[config.mk]
export PLATFORM = sky130hd
export DESIGN_NAME = axil_register_slice_flat
export DESIGN_NICKNAME = d
export VERILOG_FILES = /design/src/rtl/axil_register_slice_if.sv /design/src/rtl/axil_register_slice.sv /design/src/flat_wrapper.sv
export SDC_FILE = /design/constraint.sdc
export NUM_CORES = 1
export LEC_CHECK = 0
export CAP_MARGIN = 25
export CORE_ASPECT_RATIO = 1.5
export CORE_MARGIN = 4
export CORE_UTILIZATION = 50
export DETAILED_ROUTE_END_ITERATION = 7
export GPL_ROUTABILITY_DRIVEN = 0
export PLACE_DENSITY_LB_ADDON = 0.2
export SYNTH_ARGS = -nofsm -noshare
export SYNTH_HDL_FRONTEND = slang
export SYNTH_SLANG_ARGS = --single-unit
[constraint.sdc]
create_clock -name clk -period 2.01 [get_ports clk]
set_clock_uncertainty 0.2 [all_clocks]
set_input_delay 0.201 -clock clk [delete_from_list [all_inputs] [get_ports clk]]
set_output_delay 0.201 -clock clk [all_outputs]
set_load 0.03 [all_outputs]
[src/rtl/axil_register_slice_if.sv]
// AXI4-Lite bundle shared by both sides of the register slice.
// master drives requests (AW/W/AR) and response-ready; slave drives the rest.
interface axil_register_slice_if #(
    parameter int ADDR_WIDTH = 32,
    parameter int DATA_WIDTH = 32
);
    logic [ADDR_WIDTH-1:0]   awaddr;
    logic                    awvalid;
    logic                    awready;
    logic [DATA_WIDTH-1:0]   wdata;
    logic [DATA_WIDTH/8-1:0] wstrb;
    logic                    wvalid;
    logic                    wready;
    logic [1:0]              bresp;
    logic                    bvalid;
    logic                    bready;
    logic [ADDR_WIDTH-1:0]   araddr;
    logic                    arvalid;
    logic                    arready;
    logic [DATA_WIDTH-1:0]   rdata;
    logic [1:0]              rresp;
    logic                    rvalid;
    logic                    rready;

    modport master (
        output awaddr, awvalid, input awready,
        output wdata, wstrb, wvalid, input wready,
        input  bresp, bvalid, output bready,
        output araddr, arvalid, input arready,
        input  rdata, rresp, rvalid, output rready
    );

    modport slave (
        input  awaddr, awvalid, output awready,
        input  wdata, wstrb, wvalid, output wready,
        output bresp, bvalid, input bready,
        input  araddr, arvalid, output arready,
        output rdata, rresp, rvalid, input rready
    );
endinterface

[src/rtl/axil_register_slice.sv]
// Full AXI4-Lite register slice: one registered 2-entry skid buffer per channel,
// so no output depends combinationally on any input.
module axil_register_slice_skid #(
    parameter int W = 32
) (
    input  logic         clk,
    input  logic         sync_rst_n,
    input  logic         i_in_valid,
    output logic         o_in_ready,
    input  logic [W-1:0] i_in_data,
    output logic         o_out_valid,
    input  logic         i_out_ready,
    output logic [W-1:0] o_out_data
);
    logic         r_main_valid;
    logic         r_skid_valid;
    logic         r_in_ready;
    logic [W-1:0] r_main_data;
    logic [W-1:0] r_skid_data;
    logic         w_push;
    logic         w_pop;

    assign w_push      = i_in_valid & r_in_ready;
    assign w_pop       = r_main_valid & i_out_ready;
    assign o_in_ready  = r_in_ready;
    assign o_out_valid = r_main_valid;
    assign o_out_data  = r_main_data;

    // in_ready tracks the next skid state, so it falls on the same edge the skid fills
    always_ff @(posedge clk or negedge sync_rst_n) begin
        if (!sync_rst_n) begin
            r_main_valid <= 1'b0;
            r_skid_valid <= 1'b0;
            r_in_ready   <= 1'b0;
            r_main_data  <= '0;
            r_skid_data  <= '0;
        end else if (w_pop || !r_main_valid) begin
            r_in_ready <= 1'b1;
            if (r_skid_valid) begin
                r_main_data  <= r_skid_data;
                r_main_valid <= 1'b1;
                r_skid_valid <= 1'b0;
            end else if (w_push) begin
                r_main_data  <= i_in_data;
                r_main_valid <= 1'b1;
            end else begin
                r_main_valid <= 1'b0;
            end
        end else if (w_push) begin
            r_skid_data  <= i_in_data;
            r_skid_valid <= 1'b1;
            r_in_ready   <= 1'b0;
        end else begin
            r_in_ready <= !r_skid_valid;
        end
    end
endmodule

module axil_register_slice #(
    parameter int ADDR_WIDTH = 32,
    parameter int DATA_WIDTH = 32
) (
    input  logic                  clk,
    input  logic                  sync_rst_n,
    axil_register_slice_if.slave  s_axi,
    axil_register_slice_if.master m_axi
);
    localparam int STRB_W = DATA_WIDTH / 8;

    logic [DATA_WIDTH+STRB_W-1:0] w_w_in;
    logic [DATA_WIDTH+STRB_W-1:0] w_w_out;
    logic [DATA_WIDTH+1:0]        w_r_in;
    logic [DATA_WIDTH+1:0]        w_r_out;

    assign w_w_in                     = {s_axi.wdata, s_axi.wstrb};
    assign {m_axi.wdata, m_axi.wstrb} = w_w_out;
    assign w_r_in                     = {m_axi.rdata, m_axi.rresp};
    assign {s_axi.rdata, s_axi.rresp} = w_r_out;

    axil_register_slice_skid #(.W(ADDR_WIDTH)) u_aw (
        .clk, .sync_rst_n,
        .i_in_valid (s_axi.awvalid), .o_in_ready (s_axi.awready), .i_in_data (s_axi.awaddr),
        .o_out_valid(m_axi.awvalid), .i_out_ready(m_axi.awready), .o_out_data(m_axi.awaddr)
    );

    axil_register_slice_skid #(.W(DATA_WIDTH+STRB_W)) u_w (
        .clk, .sync_rst_n,
        .i_in_valid (s_axi.wvalid), .o_in_ready (s_axi.wready), .i_in_data (w_w_in),
        .o_out_valid(m_axi.wvalid), .i_out_ready(m_axi.wready), .o_out_data(w_w_out)
    );

    axil_register_slice_skid #(.W(2)) u_b (
        .clk, .sync_rst_n,
        .i_in_valid (m_axi.bvalid), .o_in_ready (m_axi.bready), .i_in_data (m_axi.bresp),
        .o_out_valid(s_axi.bvalid), .i_out_ready(s_axi.bready), .o_out_data(s_axi.bresp)
    );

    axil_register_slice_skid #(.W(ADDR_WIDTH)) u_ar (
        .clk, .sync_rst_n,
        .i_in_valid (s_axi.arvalid), .o_in_ready (s_axi.arready), .i_in_data (s_axi.araddr),
        .o_out_valid(m_axi.arvalid), .i_out_ready(m_axi.arready), .o_out_data(m_axi.araddr)
    );

    axil_register_slice_skid #(.W(DATA_WIDTH+2)) u_r (
        .clk, .sync_rst_n,
        .i_in_valid (m_axi.rvalid), .o_in_ready (m_axi.rready), .i_in_data (w_r_in),
        .o_out_valid(s_axi.rvalid), .i_out_ready(s_axi.rready), .o_out_data(w_r_out)
    );
endmodule

[src/flat_wrapper.sv]
// flat-port wrapper written by rule: the top's interface ports become plain ports
module axil_register_slice_flat 
#(
    parameter int ADDR_WIDTH = 32,
    parameter int DATA_WIDTH = 32
)
  (clk, sync_rst_n, s_axi_awaddr, s_axi_awvalid, s_axi_awready, s_axi_wdata, s_axi_wstrb, s_axi_wvalid, s_axi_wready, s_axi_bresp, s_axi_bvalid, s_axi_bready, s_axi_araddr, s_axi_arvalid, s_axi_arready, s_axi_rdata, s_axi_rresp, s_axi_rvalid, s_axi_rready, m_axi_awaddr, m_axi_awvalid, m_axi_awready, m_axi_wdata, m_axi_wstrb, m_axi_wvalid, m_axi_wready, m_axi_bresp, m_axi_bvalid, m_axi_bready, m_axi_araddr, m_axi_arvalid, m_axi_arready, m_axi_rdata, m_axi_rresp, m_axi_rvalid, m_axi_rready);
  axil_register_slice_if #(.ADDR_WIDTH(ADDR_WIDTH), .DATA_WIDTH(DATA_WIDTH)) s_axi_i ();
  axil_register_slice_if #(.ADDR_WIDTH(ADDR_WIDTH), .DATA_WIDTH(DATA_WIDTH)) m_axi_i ();
  input  logic clk;
  input  logic sync_rst_n;
  input wire logic [$bits(s_axi_i.awaddr)-1:0] s_axi_awaddr;
  input wire logic [$bits(s_axi_i.awvalid)-1:0] s_axi_awvalid;
  output wire logic [$bits(s_axi_i.awready)-1:0] s_axi_awready;
  input wire logic [$bits(s_axi_i.wdata)-1:0] s_axi_wdata;
  input wire logic [$bits(s_axi_i.wstrb)-1:0] s_axi_wstrb;
  input wire logic [$bits(s_axi_i.wvalid)-1:0] s_axi_wvalid;
  output wire logic [$bits(s_axi_i.wready)-1:0] s_axi_wready;
  output wire logic [$bits(s_axi_i.bresp)-1:0] s_axi_bresp;
  output wire logic [$bits(s_axi_i.bvalid)-1:0] s_axi_bvalid;
  input wire logic [$bits(s_axi_i.bready)-1:0] s_axi_bready;
  input wire logic [$bits(s_axi_i.araddr)-1:0] s_axi_araddr;
  input wire logic [$bits(s_axi_i.arvalid)-1:0] s_axi_arvalid;
  output wire logic [$bits(s_axi_i.arready)-1:0] s_axi_arready;
  output wire logic [$bits(s_axi_i.rdata)-1:0] s_axi_rdata;
  output wire logic [$bits(s_axi_i.rresp)-1:0] s_axi_rresp;
  output wire logic [$bits(s_axi_i.rvalid)-1:0] s_axi_rvalid;
  input wire logic [$bits(s_axi_i.rready)-1:0] s_axi_rready;
  output wire logic [$bits(m_axi_i.awaddr)-1:0] m_axi_awaddr;
  output wire logic [$bits(m_axi_i.awvalid)-1:0] m_axi_awvalid;
  input wire logic [$bits(m_axi_i.awready)-1:0] m_axi_awready;
  output wire logic [$bits(m_axi_i.wdata)-1:0] m_axi_wdata;
  output wire logic [$bits(m_axi_i.wstrb)-1:0] m_axi_wstrb;
  output wire logic [$bits(m_axi_i.wvalid)-1:0] m_axi_wvalid;
  input wire logic [$bits(m_axi_i.wready)-1:0] m_axi_wready;
  input wire logic [$bits(m_axi_i.bresp)-1:0] m_axi_bresp;
  input wire logic [$bits(m_axi_i.bvalid)-1:0] m_axi_bvalid;
  output wire logic [$bits(m_axi_i.bready)-1:0] m_axi_bready;
  output wire logic [$bits(m_axi_i.araddr)-1:0] m_axi_araddr;
  output wire logic [$bits(m_axi_i.arvalid)-1:0] m_axi_arvalid;
  input wire logic [$bits(m_axi_i.arready)-1:0] m_axi_arready;
  input wire logic [$bits(m_axi_i.rdata)-1:0] m_axi_rdata;
  input wire logic [$bits(m_axi_i.rresp)-1:0] m_axi_rresp;
  input wire logic [$bits(m_axi_i.rvalid)-1:0] m_axi_rvalid;
  output wire logic [$bits(m_axi_i.rready)-1:0] m_axi_rready;
  assign s_axi_i.awaddr = s_axi_awaddr;
  assign s_axi_i.awvalid = s_axi_awvalid;
  assign s_axi_awready = s_axi_i.awready;
  assign s_axi_i.wdata = s_axi_wdata;
  assign s_axi_i.wstrb = s_axi_wstrb;
  assign s_axi_i.wvalid = s_axi_wvalid;
  assign s_axi_wready = s_axi_i.wready;
  assign s_axi_bresp = s_axi_i.bresp;
  assign s_axi_bvalid = s_axi_i.bvalid;
  assign s_axi_i.bready = s_axi_bready;
  assign s_axi_i.araddr = s_axi_araddr;
  assign s_axi_i.arvalid = s_axi_arvalid;
  assign s_axi_arready = s_axi_i.arready;
  assign s_axi_rdata = s_axi_i.rdata;
  assign s_axi_rresp = s_axi_i.rresp;
  assign s_axi_rvalid = s_axi_i.rvalid;
  assign s_axi_i.rready = s_axi_rready;
  assign m_axi_awaddr = m_axi_i.awaddr;
  assign m_axi_awvalid = m_axi_i.awvalid;
  assign m_axi_i.awready = m_axi_awready;
  assign m_axi_wdata = m_axi_i.wdata;
  assign m_axi_wstrb = m_axi_i.wstrb;
  assign m_axi_wvalid = m_axi_i.wvalid;
  assign m_axi_i.wready = m_axi_wready;
  assign m_axi_i.bresp = m_axi_bresp;
  assign m_axi_i.bvalid = m_axi_bvalid;
  assign m_axi_bready = m_axi_i.bready;
  assign m_axi_araddr = m_axi_i.araddr;
  assign m_axi_arvalid = m_axi_i.arvalid;
  assign m_axi_i.arready = m_axi_arready;
  assign m_axi_i.rdata = m_axi_rdata;
  assign m_axi_i.rresp = m_axi_rresp;
  assign m_axi_i.rvalid = m_axi_rvalid;
  assign m_axi_rready = m_axi_i.rready;
  axil_register_slice #(.ADDR_WIDTH(ADDR_WIDTH), .DATA_WIDTH(DATA_WIDTH)) u_core (.clk(clk), .sync_rst_n(sync_rst_n), .s_axi(s_axi_i), .m_axi(m_axi_i));
endmodule
==> results by group <==
Floorplanning
  – DIE HEIGHT: 203 µm
  – Placeable Area: 25000 µm²
  – Die ar.: 27900 µm²
  – Initial core utilization: 50.6%
  – Num ports: 294
  – Die width: 138 µm
  – Num rows: 71

Timing
  – Setup TNS: 0 ns
  – Slew Limit Fails: 0
  – Worst rel slew slack: 74.3%
  – RSZ-0062 raised after global routing: no
  – Crit share post-route: 98.0%
  – Slew @ Worst Pin: 0.385 ns
  – Final hold vios: 0
  – Endpoints failing setup: 0
  – Min Tclk post-route: 1.97 ns
  – Peak Freq: 508 MHz

Worst setup path
  – CP endpoint kind: primary output
  – Critical Path AT: 1.57 ns
  – Critical path class: reg2out
  – CP required: 1.61 ns
  – Family with the most delay on the worst path: buffers and inverters
  – Largest stage delay on the critical path: 0.68 ns
  – CP Max Fanout: 2
  – Critical path buffers and inverters: 1
  – CP cell instances: clkdlybuf4s50_1
  – CP max stage cell: clkdlybuf4s50_1
  – CP startpoint kind: flip-flop

CTS
  – Clock-pin transition on the worst setup and hold timing paths: 0.06 ns
  – Number of buffers created by CTS: 27
  – TritonCTS clock tree: done
  – CTS Sinks: 287
  – Later-pin clock latency in the skew report: 0.52 ns
  – Max H-tree Level: 1
  – Clk root buf: clkbuf_16
  – Clock buffer depth: 3

Power and ir drop
  – Combinational share of power: 34.5%
  – Clk network pwr share: 24.6%
  – P per Cell Area: 1210 nW/µm²
  – P_int: 14.1 mW
  – Sw frac: 31.6%
  – VDD IR max: 0.906 mV
  – LEAKAGE: 7.44 nW
  – Sequential power share: 41.0%
  – Psw: 6.52 mW

Layout
  – Commonest non-fill, non-tap cell in the layout: mux2_2
  – Final instance area: 17000 µm²
  – Most frequent cells in the layout: 358 x mux2_2, 287 x dfrtp_1, 222 x clkdlybuf4s50_1
  – Share of cells above drive strength 1: 42.9%
  – Layout Nets: 1239
  – Area growth from synthesis to layout: 34.7%

Synth
  – Synth warn: 0
  – Synth Cell Area: 12600 µm²
  – Synth Area in XOR/XNOR: 0%
  – Syn Inst Count: 775
  – Simple-gate area share of the yosys netlist: 2.01%
  – Post-synthesis adder-cell area fraction: 0%
  – Largest cells by area after synthesis: dfrtp_1 57%, mux2_2 32%, mux2_4 3.6%
  – Post-synth top area share: 56.9%
  – Multiplexer area fraction after synthesis: 37.3%
  – Synth Area in Compound Gates: 0.555%
  – Distinct cells, synth: 21
  – Largest family of logic cells by synthesized area: multiplexers
  – Leading area contributor after synthesis: dfrtp_1
  – Syn nets: 923
  – Yosys reg bits: 287
  – Sequential share of the synthesized area: 56.9%
  – Avg Cell Area, Syn: 16.3 µm²

Route
  – Via/cell ratio: 5.16
  – Via count: 7428
  – Drt total wl: 27700 µm
  – DRT Pass-1 Iters: 4
  – Antenna viol nets, final: 0
  – DR WL/cell: 19.3 µm
  – 1st-iter DRT viols: 128
  – Residual DRC: 0

Placed design
  – Placed cell areas: 16100 µm²
  – IO buf count: 293
  – Final HPWL DP: 20100 µm

Global routing
  – GRT Total Usage: 19.6%
  – Initial antenna violation count: 3
  – GRT overflow: 0
  – Number of global-route vias before repair: 8001
  – Largest net degree at the start of global routing: 50
  – First-pass GRT wire length: 43200 µm

Run status
  – Status: finished clean

Run
  – MaxCap Viol Count: 0

Hold path
  – Worst hold path class: in2reg
## sequential cells by signal, indices dropped and copies added, names as in the netlist, 2 cells and up
register,flops
u_core.u_w.o_out_data,36
u_core.u_r.r_skid_data,34
u_core.u_ar.r_skid_data,32
u_core.u_b.r_skid_data,2
u_core.u_aw.r_skid_data,32
u_core.u_aw.o_out_data,32
u_core.u_ar.o_out_data,32
u_core.u_r.o_out_data,34
u_core.u_w.r_skid_data,36
u_core.u_b.o_out_data,2
## cells in the mapped netlist (all sizes together)
cell type	n
nor2	10
buf	40
and2b	2
inv	5
or2b	1
nand2b	4
nor2b	3
nand2	5
nand3	5
mux2	408
dfrtp	287
a21oi	5
## area by class of cell
class	count	area [µm²]
clock inverters	4	70.1
multi-input cells	443	5030
diodes	3	7.51
fillers	1782	7950
inverters	5	18.8
repair buffers	327	3490
flip-flops and latches	287	7180
well taps	328	410
clock buffers	43	806
## power groups by stage
stage | registers, mW | clock network, mW | logic, mW
3_5_place_dp | 8.56 | 0 | 7.37
4_1_cts | 8.48 | 5.21 | 7.25
2_1_floorplan | 10.2 | 0 | 2.60
5_1_grt | 8.64 | 5.44 | 7.52
3_3_place_gp | 8.50 | 0 | 7.24
6_report | 8.45 | 5.06 | 7.11
## through the flow
step	setup WS (ns)	utilization [%]	power [mW]	std cells	hold slack, ns
global placement	0.0769	64.3	15.7	1388	-0.0855
CTS	0.000272	67.8	20.9	1437	0.0754
floorplan	0.245	-	12.8	775	-0.295
finish	0.0399	68.1	20.6	1440	0.100
global route	0.00204	68.1	21.6	1440	0.0962
detailed placement	0.0559	64.3	15.9	1388	-0.0860
## final timing paths
path                            slack, ns                           to                  startpoint  cells past startpoint
worst min-delay path                 0.10   u_core.u_r.r_skid_data[11]              m_axi_rdata[9]                      2
max in group asynchronous            1.22  u_core.u_ar.r_skid_data[29]                  sync_rst_n                      3
worst max register to register       0.35    u_core.u_r.o_out_data[23]     u_core.u_r.r_skid_valid                      3
worst min register to register       0.29   u_core.u_r.r_skid_data[29]  u_core.u_r.r_skid_data[29]                      1
worst max-delay path                 0.04              m_axi_araddr[7]   u_core.u_ar.o_out_data[7]                      1
min in group asynchronous            0.11    u_core.u_r.o_out_data[19]                  sync_rst_n                      3
## timing repair
item / CTS / global route
setup endpoints to repair: 36 / 34
setup buffers: 0 / 0
hold buffers: 2 / 0
endpoints found under the hold margin: 287 / 0
resized for setup: 36 / 34
## routing by layer
layer	global-route usage [%]	wire length [µm]	part of all wire, %
met5	0	0	0
met4	6.43	673	2.4
met3	5.11	2120	7.6
met2	34.7	14800	53
met1	22.8	10200	37
## cell families after synthesis
family | count (synthesis)
AND/OR/NAND/NOR | 30
buffers and inverters | 45
flip-flops | 287
AO/OA/AOI/OAI | 5
multiplexers | 408
Note: power is estimated with default switching activity, not from simulation.
